File: config.mk
export PLATFORM = sky130hd
export DESIGN_NAME = vec_sub_seq
export DESIGN_NICKNAME = d
export VERILOG_FILES = /design/src/rtl/vec_sub_pkg.sv /design/src/rtl/lane_sub_sat.sv /design/src/rtl/vec_sub_seq.sv
export SDC_FILE = /design/constraint.sdc
export NUM_CORES = 2
export LEC_CHECK = 0
export BUFFER_PORTS_ARGS = -buffer_cell sky130_fd_sc_hd__clkbuf_2
export CELL_PAD_IN_SITES_DETAIL_PLACEMENT = 1
export CELL_PAD_IN_SITES_GLOBAL_PLACEMENT = 1
export CORE_MARGIN = 10
export CORE_UTILIZATION = 23
export DETAILED_ROUTE_END_ITERATION = 8
export PLACE_DENSITY = 0.53
export SYNTH_ARGS = -nofsm -noshare
export SYNTH_HDL_FRONTEND = slang
export SYNTH_SLANG_ARGS = --single-unit
File: constraint.sdc
create_clock -name clk -period 18 [get_ports clk]
set_clock_uncertainty 0.15 [all_clocks]
set_input_delay 0.9 -clock clk [delete_from_list [all_inputs] [get_ports clk]]
set_output_delay 0.9 -clock clk [all_outputs]
set_load 0.03 [all_outputs]
File: src/rtl/vec_sub_pkg.sv
// Shared definitions for the lane-serialised vector subtractor:
// FSM encoding, beat-counter sizing and element slicing helpers.
package vec_sub_pkg;

    typedef enum logic [1:0] {
        ST_IDLE = 2'd0,
        ST_RUN  = 2'd1,
        ST_DONE = 2'd2
    } state_t;

    // A single-beat configuration still needs a 1-bit counter to keep ports legal.
    function automatic int beat_cnt_w(input int wc, input int p);
        int nb;
        nb = wc / p;
        return (nb > 1) ? $clog2(nb) : 1;
    endfunction

    function automatic int elem_lsb(input int w, input int k);
        return w * k;
    endfunction

endpackage

File: src/rtl/lane_sub_sat.sv
// One subtract lane: W-bit signed a - b with optional saturation and an
// overflow flag taken from the (W+1)-bit true difference.
module lane_sub_sat #(
    parameter int W = 6
) (
    input  logic [W-1:0] a,
    input  logic [W-1:0] b,
    input  logic         sat,
    output logic [W-1:0] res,
    output logic         ovf
);

    logic [W:0] d_wide;

    always_comb begin
        d_wide = {a[W-1], a} - {b[W-1], b};
        ovf    = d_wide[W] ^ d_wide[W-1];
        res    = d_wide[W-1:0];
        if (ovf && sat) begin
            res = d_wide[W] ? {1'b1, {(W-1){1'b0}}} : {1'b0, {(W-1){1'b1}}};
        end
    end

endmodule

File: src/rtl/vec_sub_seq.sv
// Element-wise L - E over WC elements using P shared lanes across WC/P beats,
// with valid/ready on both sides and a DONE->RUN handoff for full throughput.
//
// state   | meaning
// IDLE    | waiting for a vector, in_ready=1
// RUN     | one beat of P elements per cycle into the internal result
// DONE    | result presented on diff/ovf until out_ready
module vec_sub_seq
    import vec_sub_pkg::*;
#(
    parameter int W  = 6,
    parameter int WC = 32,
    parameter int P  = 8
) (
    input  logic            clk,
    input  logic            rst,
    input  logic            in_valid,
    output logic            in_ready,
    input  logic [W*WC-1:0] L,
    input  logic [W*WC-1:0] E,
    input  logic            sat,
    output logic            out_valid,
    input  logic            out_ready,
    output logic [W*WC-1:0] diff,
    output logic [WC-1:0]   ovf
);

    localparam int NB = WC / P;
    localparam int BW = beat_cnt_w(WC, P);

    generate
        if (W < 2 || P < 1 || P > WC || (WC % P) != 0) begin : g_bad_cfg
            $error("vec_sub_seq: illegal W/WC/P combination");
        end
    endgenerate

    state_t            state_q, state_d;
    logic [BW-1:0]     beat_q, beat_d;
    logic [W*WC-1:0]   l_q, l_d, e_q, e_d;
    logic              sat_q, sat_d;
    logic [W*WC-1:0]   res_q, res_d;
    logic [WC-1:0]     rovf_q, rovf_d;
    logic [W*WC-1:0]   diff_q, diff_d;
    logic [WC-1:0]     ovf_q, ovf_d;
    logic              out_valid_q, out_valid_d;

    logic              accept;
    logic              last_beat;
    int                base;
    logic [W*P-1:0]    lane_a, lane_b, lane_r;
    logic [P-1:0]      lane_ovf;

    always_ff @(posedge clk) begin
        if (rst) state_q <= ST_IDLE;
        else     state_q <= state_d;
    end

    always_comb begin : p_next_state
        state_d = state_q;
        case (state_q)
            ST_IDLE: if (accept) state_d = ST_RUN;
            ST_RUN:  if (last_beat) state_d = ST_DONE;
            ST_DONE: if (out_ready) state_d = accept ? ST_RUN : ST_IDLE;
            default: state_d = ST_IDLE;
        endcase
    end

    always_comb begin : p_outputs
        in_ready  = (state_q == ST_IDLE) || ((state_q == ST_DONE) && out_ready);
        out_valid = out_valid_q;
        diff      = diff_q;
        ovf       = ovf_q;
    end

    assign accept    = in_valid && in_ready;
    assign last_beat = (state_q == ST_RUN) && (beat_q == BW'(NB - 1));

    always_comb begin : p_lane_mux
        base   = int'(beat_q) * P;
        lane_a = '0;
        lane_b = '0;
        for (int j = 0; j < P; j++) begin
            lane_a[j*W +: W] = l_q[elem_lsb(W, base + j) +: W];
            lane_b[j*W +: W] = e_q[elem_lsb(W, base + j) +: W];
        end
    end

    for (genvar j = 0; j < P; j++) begin : g_lane
        lane_sub_sat #(.W(W)) u_lane (
            .a   (lane_a[j*W +: W]),
            .b   (lane_b[j*W +: W]),
            .sat (sat_q),
            .res (lane_r[j*W +: W]),
            .ovf (lane_ovf[j])
        );
    end

    always_comb begin : p_datapath
        beat_d      = beat_q;
        l_d         = l_q;
        e_d         = e_q;
        sat_d       = sat_q;
        res_d       = res_q;
        rovf_d      = rovf_q;
        diff_d      = diff_q;
        ovf_d       = ovf_q;
        if (state_q == ST_RUN) begin
            for (int j = 0; j < P; j++) begin
                res_d[elem_lsb(W, base + j) +: W] = lane_r[j*W +: W];
                rovf_d[base + j]                  = lane_ovf[j];
            end
            beat_d = last_beat ? '0 : beat_q + BW'(1);
            // The final beat's lanes must be included in the delivered vector.
            if (last_beat) begin
                diff_d = res_d;
                ovf_d  = rovf_d;
            end
        end
        if (accept) begin
            l_d    = L;
            e_d    = E;
            sat_d  = sat;
            beat_d = '0;
        end
        out_valid_d = (state_d == ST_DONE);
    end

    always_ff @(posedge clk) begin
        if (rst) begin
            beat_q      <= '0;
            l_q         <= '0;
            e_q         <= '0;
            sat_q       <= 1'b0;
            res_q       <= '0;
            rovf_q      <= '0;
            diff_q      <= '0;
            ovf_q       <= '0;
            out_valid_q <= 1'b0;
        end else begin
            beat_q      <= beat_d;
            l_q         <= l_d;
            e_q         <= e_d;
            sat_q       <= sat_d;
            res_q       <= res_d;
            rovf_q      <= rovf_d;
            diff_q      <= diff_d;
            ovf_q       <= ovf_d;
            out_valid_q <= out_valid_d;
        end
    end

endmodule

; ---- Yosys cells after proc, flatten, opt, wreduce, memory -nomap -nowiden
; Index checks and enable logic that the tools add are counted.
[word_totals]
register_bits = 838
out_inout_bits = 226
[classes]
n_addsub = 24
multipliers = 8
order_cmp = 16
eq_ne = 4
n_shift = 32
mux = 54
bitwise = 8
n_reduce_logical = 23
[ops]
columns = op, count
row1 = variable part select 192 x 32 -> 6 bit, 14
row2 = bitwise mux 192 bit, 8
row3 = "variable shift 6 x 33 -> 192 bit, first input constant", 8
row4 = variable part select 6 x 33 -> 192 bit, 8
row5 = variable part select 192 x 9 -> 6 bit, 2
row6 = bitwise mux 32 bit, 8
row7 = negator 32 -> 33 bit, 7
row8 = "multiplier 3 x 32 -> 31 bit, first input constant", 7
row9 = 2-to-1 mux 6 bit, 16
row10 = subtractor 6 x 6 -> 7 bit, 8
row11 = ">= comparator 6 x 1 -> 1 bit, second input constant", 7
row12 = "less-than comparator 6 bit, second input constant", 7
row13 = demux 1 bit (select 5 bit), 7
row14 = negator 8 -> 33 bit, 1
row15 = "adder 5 x 3 -> 6 bit, second input constant", 4
row16 = logical AND 1 bit, 19
row17 = "adder 5 x 2 -> 6 bit, second input constant", 2
row18 = 2-to-1 mux 1 bit, 9
row19 = 2-to-1 mux 2 bit, 4
row20 = bitwise XOR 1 bit, 8
row21 = "adder 5 x 1 -> 6 bit, second input constant", 1
row22 = "equality test 2 bit, second input constant", 3
row23 = "less-than comparator 5 x 6 -> 1 bit, second input constant", 1
row24 = case mux 2 bit (3 select lines), 1
row25 = other kinds (9), 9

; ---- Depth between registers and ports, before layout
[depth]
ltp_word = 15
ltp_mapped = 24
ltp_nobuf = 17

; ---- Hierarchy
; From an unflattened synthesis, not the netlist that was laid out.
[hier_totals]
cells_unflattened = 5343
hier_area_um2 = 45273.4
[modules_own_cells]
columns = module, instances, cells_each, area_each_um2
row1 = vec_sub_seq, 1, 4888, 41930.2
row2 = lane_sub_sat at g_lane[0].u_lane ..., 7, 57, 419.2
row3 = lane_sub_sat at g_lane[5].u_lane, 1, 56, 409.1

; ---- Worst setup path before layout
; No wires, ideal clock.
[synth_path]
path_type = register to register
start = register beat_q[1]
end = register res_q[92]
setup_time_ps = 132
t_arrival_ps = 5387
required_ps = 17718
setup_slack_ps = 12331
path_stages_with_launch = 24
period_less_slack_ps = 5669
path_cell_list = dfxtp_1 > clkbuf_1 > clkbuf_1 > inv_1 > ha_1 > buf_4 > buf_2 > buf_2 > clkbuf_1 > mux4_2 > nand2_1 > a21oi_1 > a21oi_1 > ha_1 > inv_1 > fa_1 > a211oi_1 > nor2_1 > o211ai_1 > nand2_1 > a21oi_1 > o21ai_0 > a311oi_1 > nor3_1
[synth_via]
elab_chain_cells = 15
word_cells_on_any_way = 103
classes_between = 23 x add/sub / 8 x mul / 32 x shift / 24 x mux / 8 x bitwise / 8 x reduce/logical
[synth_lines]
columns = item, line_no
row1 = from (decl), vec_sub_seq.sv:38  ; logic [BW-1:0] beat_q, beat_d;
row2 = from (signal assigned), vec_sub_seq.sv:140  ; beat_q <= beat_d;
row3 = adder 5 x 1 -> 6 bit / multiplier 2 x 2 -> 4 bit (equally long branches), --
row4 = multiplier 3 x 32 -> 31 bit (tied with other cells), vec_sub_pkg.sv:19  ; return w * k;
row5 = variable part select 192 x 32 -> 6 bit (tied with other cells), vec_sub_seq.sv:83  ; lane_a[j*W +: W] = l_q[elem_lsb(W, base + j) +: W];
row6 = subtractor 6 x 6 -> 7 bit / bitwise XOR 1 bit (equally long branches), "lane_sub_sat.sv:16, lane_sub_sat.sv:17"
row7 = bitwise XOR 1 bit / logical AND 1 bit (equally long branches), "lane_sub_sat.sv:17, lane_sub_sat.sv:19"
row8 = logical AND 1 bit / 2-to-1 mux 6 bit (equally long branches), lane_sub_sat.sv:19  ; if (ovf && sat) begin
row9 = 2-to-1 mux 6 bit / variable part select 6 x 33 -> 192 bit (equally long branches), "lane_sub_sat.sv:19, vec_sub_seq.sv:109"
row10 = variable part select 6 x 33 -> 192 bit / bitwise mux 192 bit (equally long branches), vec_sub_seq.sv:109  ; res_d[elem_lsb(W, base + j) +: W] = lane_r[j*W +: W];
row11 = bitwise mux 192 bit (6 in a row), vec_sub_seq.sv:109
row12 = bitwise mux 192 bit *, vec_sub_seq.sv:109
row13 = to (signal assigned), vec_sub_seq.sv:144  ; res_q <= res_d;
row14 = to (decl), vec_sub_seq.sv:41  ; logic [W*WC-1:0] res_q, res_d;
; Mark *: on every way between the ends. The rest lies on a longest branch, timed or not.
; A chain may end at the register's enable or synchronous reset.

; ---- Worst setup path after layout
[layout_path]
start = register beat_q[0]
end = register res_q[64]
; The elaborated chain is that of the path after synthesis.

==> results.cfg <==
[die]
dieArea_um2 = 195600
core_area_um2 = 176700
num_rows = 154
fp.dieH_um = 442.2
ioPinCount = 615
fp.dieW_um = 442.2
start_util_pct = 23.21

[routing]
drc = 0
via_per_inst = 5.369
highest_layer = met5
wl_met2_um = 110000
drt_wl_total_um = 234500
wl_per_cell_um = 30.48
met1Wirelength_um = 98530
route.met3.wl_um = 15270
drtIter0Drc = 3982
vias = 41300
firstDrtPassIters = 7
ant_nets = 0

[clock_network]
post_cts_buffers = 0
cts_root_buffer = clkbuf_16
clk_latency_ps = 740
clk_pin_slew_ps = 60
tritoncts = yes
numCtsBuffers = 97
htreeDepth = 3
hold_buffers = 0
clock_tree.buffer_depth = 3
cts_resized = 0
cts_sinks = 794

[outcome]
violations = max-capacitance violations, max-slew violations
status = finished with violations

[pwr]
peakVddDrop_v = 0.00006840
clkPwrFrac_pct = 38.3
seqPwrFrac_pct = 34.7
p_per_area_nw_per_um2 = 112.6
p_int_mw = 3.554
p_comb_share_pct = 27.0
power_mw = 5.595
swShare_pct = 36.47
power_switching_mw = 2.040
leakagePower_nw = 17.99

[placed_design]
gp_congestion = 0.9167
port_buffers = 614
dpl_cell_area_um2 = 46240
dpl.hpwl_um = 177700
dp.cells = 7517

[timing]
worst_pin_slew_ps = 1640
max_freq_ghz = 0.1298
rsz0062_at_grt = no
fin_crit_sh_pct = 42.79
finalSetupViolCount = 0
hold_viol_final = 0
timing.slew.headroom_pct = -9.364
fin_crit_ps = 7702
timing.setup.tns_ps = 0
slew_viol_final = 8

[synth]
ys.flop_type = dfxtp_1
synth_top_area_share_pct = 38.77
yosys.area.top_type = dfxtp_1
synth.top_cells.by_count = nand2_1 (1105), dfxtp_1 (794), a21oi_1 (641)
syn_area_um2 = 41000
syn_nets = 5349
synth_cell_types = 87
synth_area_per_cell_um2 = 8.376
async_flop_share_pct = 0
synth.most_common_cell = nand2_1
ys.warnings.count = 0
ys_ff_latch = 794
yosys-top-cells-area = dfxtp_1 (39%), mux4_2 (12%), nand2_1 (10%)
synth_enable_flop_cells = 0
seq_area_frac_synth_pct = 38.77
postSynthCellCount = 4895

[worst_setup_path]
worstPathMaxFanout = 58
end_kind = register
crit_top_cell = buf_4
path_buf_inv = 3
cp_data_arrival_time_ps = 8120
cp-start-kind = register
critPathKind = reg2reg
r2r_slack_ps = 10300
required_ps = 18420
crit_path_cell_trace = inv_1 -> ha_4 -> buf_4 -> buf_4 -> mux4_2 -> nand2_1 -> a31oi_1 -> ha_1 -> nor2b_1 -> o311a_1 -> a211oi_2 -> and2_1 -> o2bb2ai_1 -> a22o_1 -> a21oi_1 -> a311oi_1
slowest_stage = dfxtp_4
max_stage_delay_ps = 930
critical_path.top_delay_family = compound AO/OA/AOI/OAI gates

[global_routing]
grt_use_total_pct = 22.74
antenna_found_initial = 8
grt_pass1_wl_um = 325100
grt_overflow_total = 0
grt_max_degree = 195
grt_pass1_vias = 40900

[layout]
finalNetCount = 5730
fin_area_um2 = 49680
layout-drive-gt1-share_pct = 21.42
layoutNonFillerInstCount = 7692
syn2layout_area_growth_pct = 21.16

[hold_path]
hold_class = in2reg

[job]
cap_viol_max_count = 1
stage by stage:
stage	hold WS, ps	utilization (%)	setup slack, ps
2_1_floorplan	274.7	-	12330
3_3_place_gp	281.0	26.17	10560
3_5_place_dp	284.0	26.17	10440
4_1_cts	160.4	28.11	10450
5_1_grt	221.4	28.11	10050
6_report	224.6	28.12	10300
routing by layer:
| metal | GRT usage [%] | up-vias |
|---|---|---|
| li1 | - | 18370 |
| met1 | 29.10 | 20870 |
| met2 | 37.53 | 1673 |
| met3 | 4.320 | 367 |
| met4 | 9.115 | 14 |
| met5 | 0 | - |
state kept, by name (all words and copies together), names as in the netlist:
register / cells
beat_q: 2
diff: 192
e_q: 192
l_q: 192
out_valid: 1
ovf: 32
res_q: 156
rovf_q: 24
sat_q: 1
state_q: 2
power groups by stage:
| stage | logic [mW] | registers (mW) | clock network [mW] |
|---|---|---|---|
| final | 1.51 | 1.94 | 2.15 |
| after global routing | 1.56 | 1.95 | 2.25 |
| after CTS | 1.48 | 1.94 | 2.19 |
| after detailed placement | 1.47 | 1.98 | 0 |
| after global placement | 1.46 | 1.97 | 0 |
| after floorplan | 0.767 | 1.92 | 0 |
worst paths after layout:
kind,start,end,depth (start not counted)
setup / recovery,beat_q[0],res_q[64],16
hold reg to reg,diff[167],diff[167],2
hold / removal,E[67],e_q[67],3
setup reg to reg,beat_q[0],res_q[64],16
placed cells by master, fill, tap and decap left out, types with 55 or more instances in the layout:
master | Yosys | layout
a211oi_1 | 212 | 212
a21oi_1 | 641 | 639
a22oi_1 | 55 | 55
buf_4 | 1 | 87
clkbuf_16 | 0 | 99
clkbuf_2 | 0 | 613
dfxtp_1 | 794 | 792
mux2i_1 | 89 | 89
mux4_2 | 214 | 214
nand2_1 | 1105 | 1103
nor2_1 | 439 | 431
nor3_1 | 95 | 89
o21ai_0 | 137 | 136
cell type report:
type,count,area [um^2]
well taps,2340,2928
clock buffers,135,2793
multi-input cells,3640,23500
repair buffers,702,3756
flip-flops and latches,794,15900
diodes,1,2.502
inverters,41,153.9
fillers,20910,127000
clock inverters,39,641.9
cells by family after synthesis:
| kind of cell | after synthesis | share of synthesized area [%] |
|---|---|---|
| multiplexers | 315 | 14.29 |
| adder cells (fa/ha/maj) | 65 | 2.130 |
| flip-flops | 794 | 38.77 |
| buffers and inverters | 461 | 4.391 |
| AND/OR/NAND/NOR | 1835 | 18.23 |
| XOR/XNOR | 17 | 0.3631 |
| AO/OA/AOI/OAI | 1408 | 21.83 |
worst reg2reg max path, cell delays in order, from the launching register on:
cell and delay [ps]:
dfxtp_4 930, inv_1 480, ha_4 590, buf_4 520
buf_4 730, mux4_2 620, nand2_1 80, a31oi_1 220
ha_1 450, nor2b_1 160, o311a_1 120, a211oi_2 780
and2_1 330, o2bb2ai_1 490, a22o_1 420, a21oi_1 310
a311oi_1 150
No activity file was read; power rests on OpenSTA's default activity.
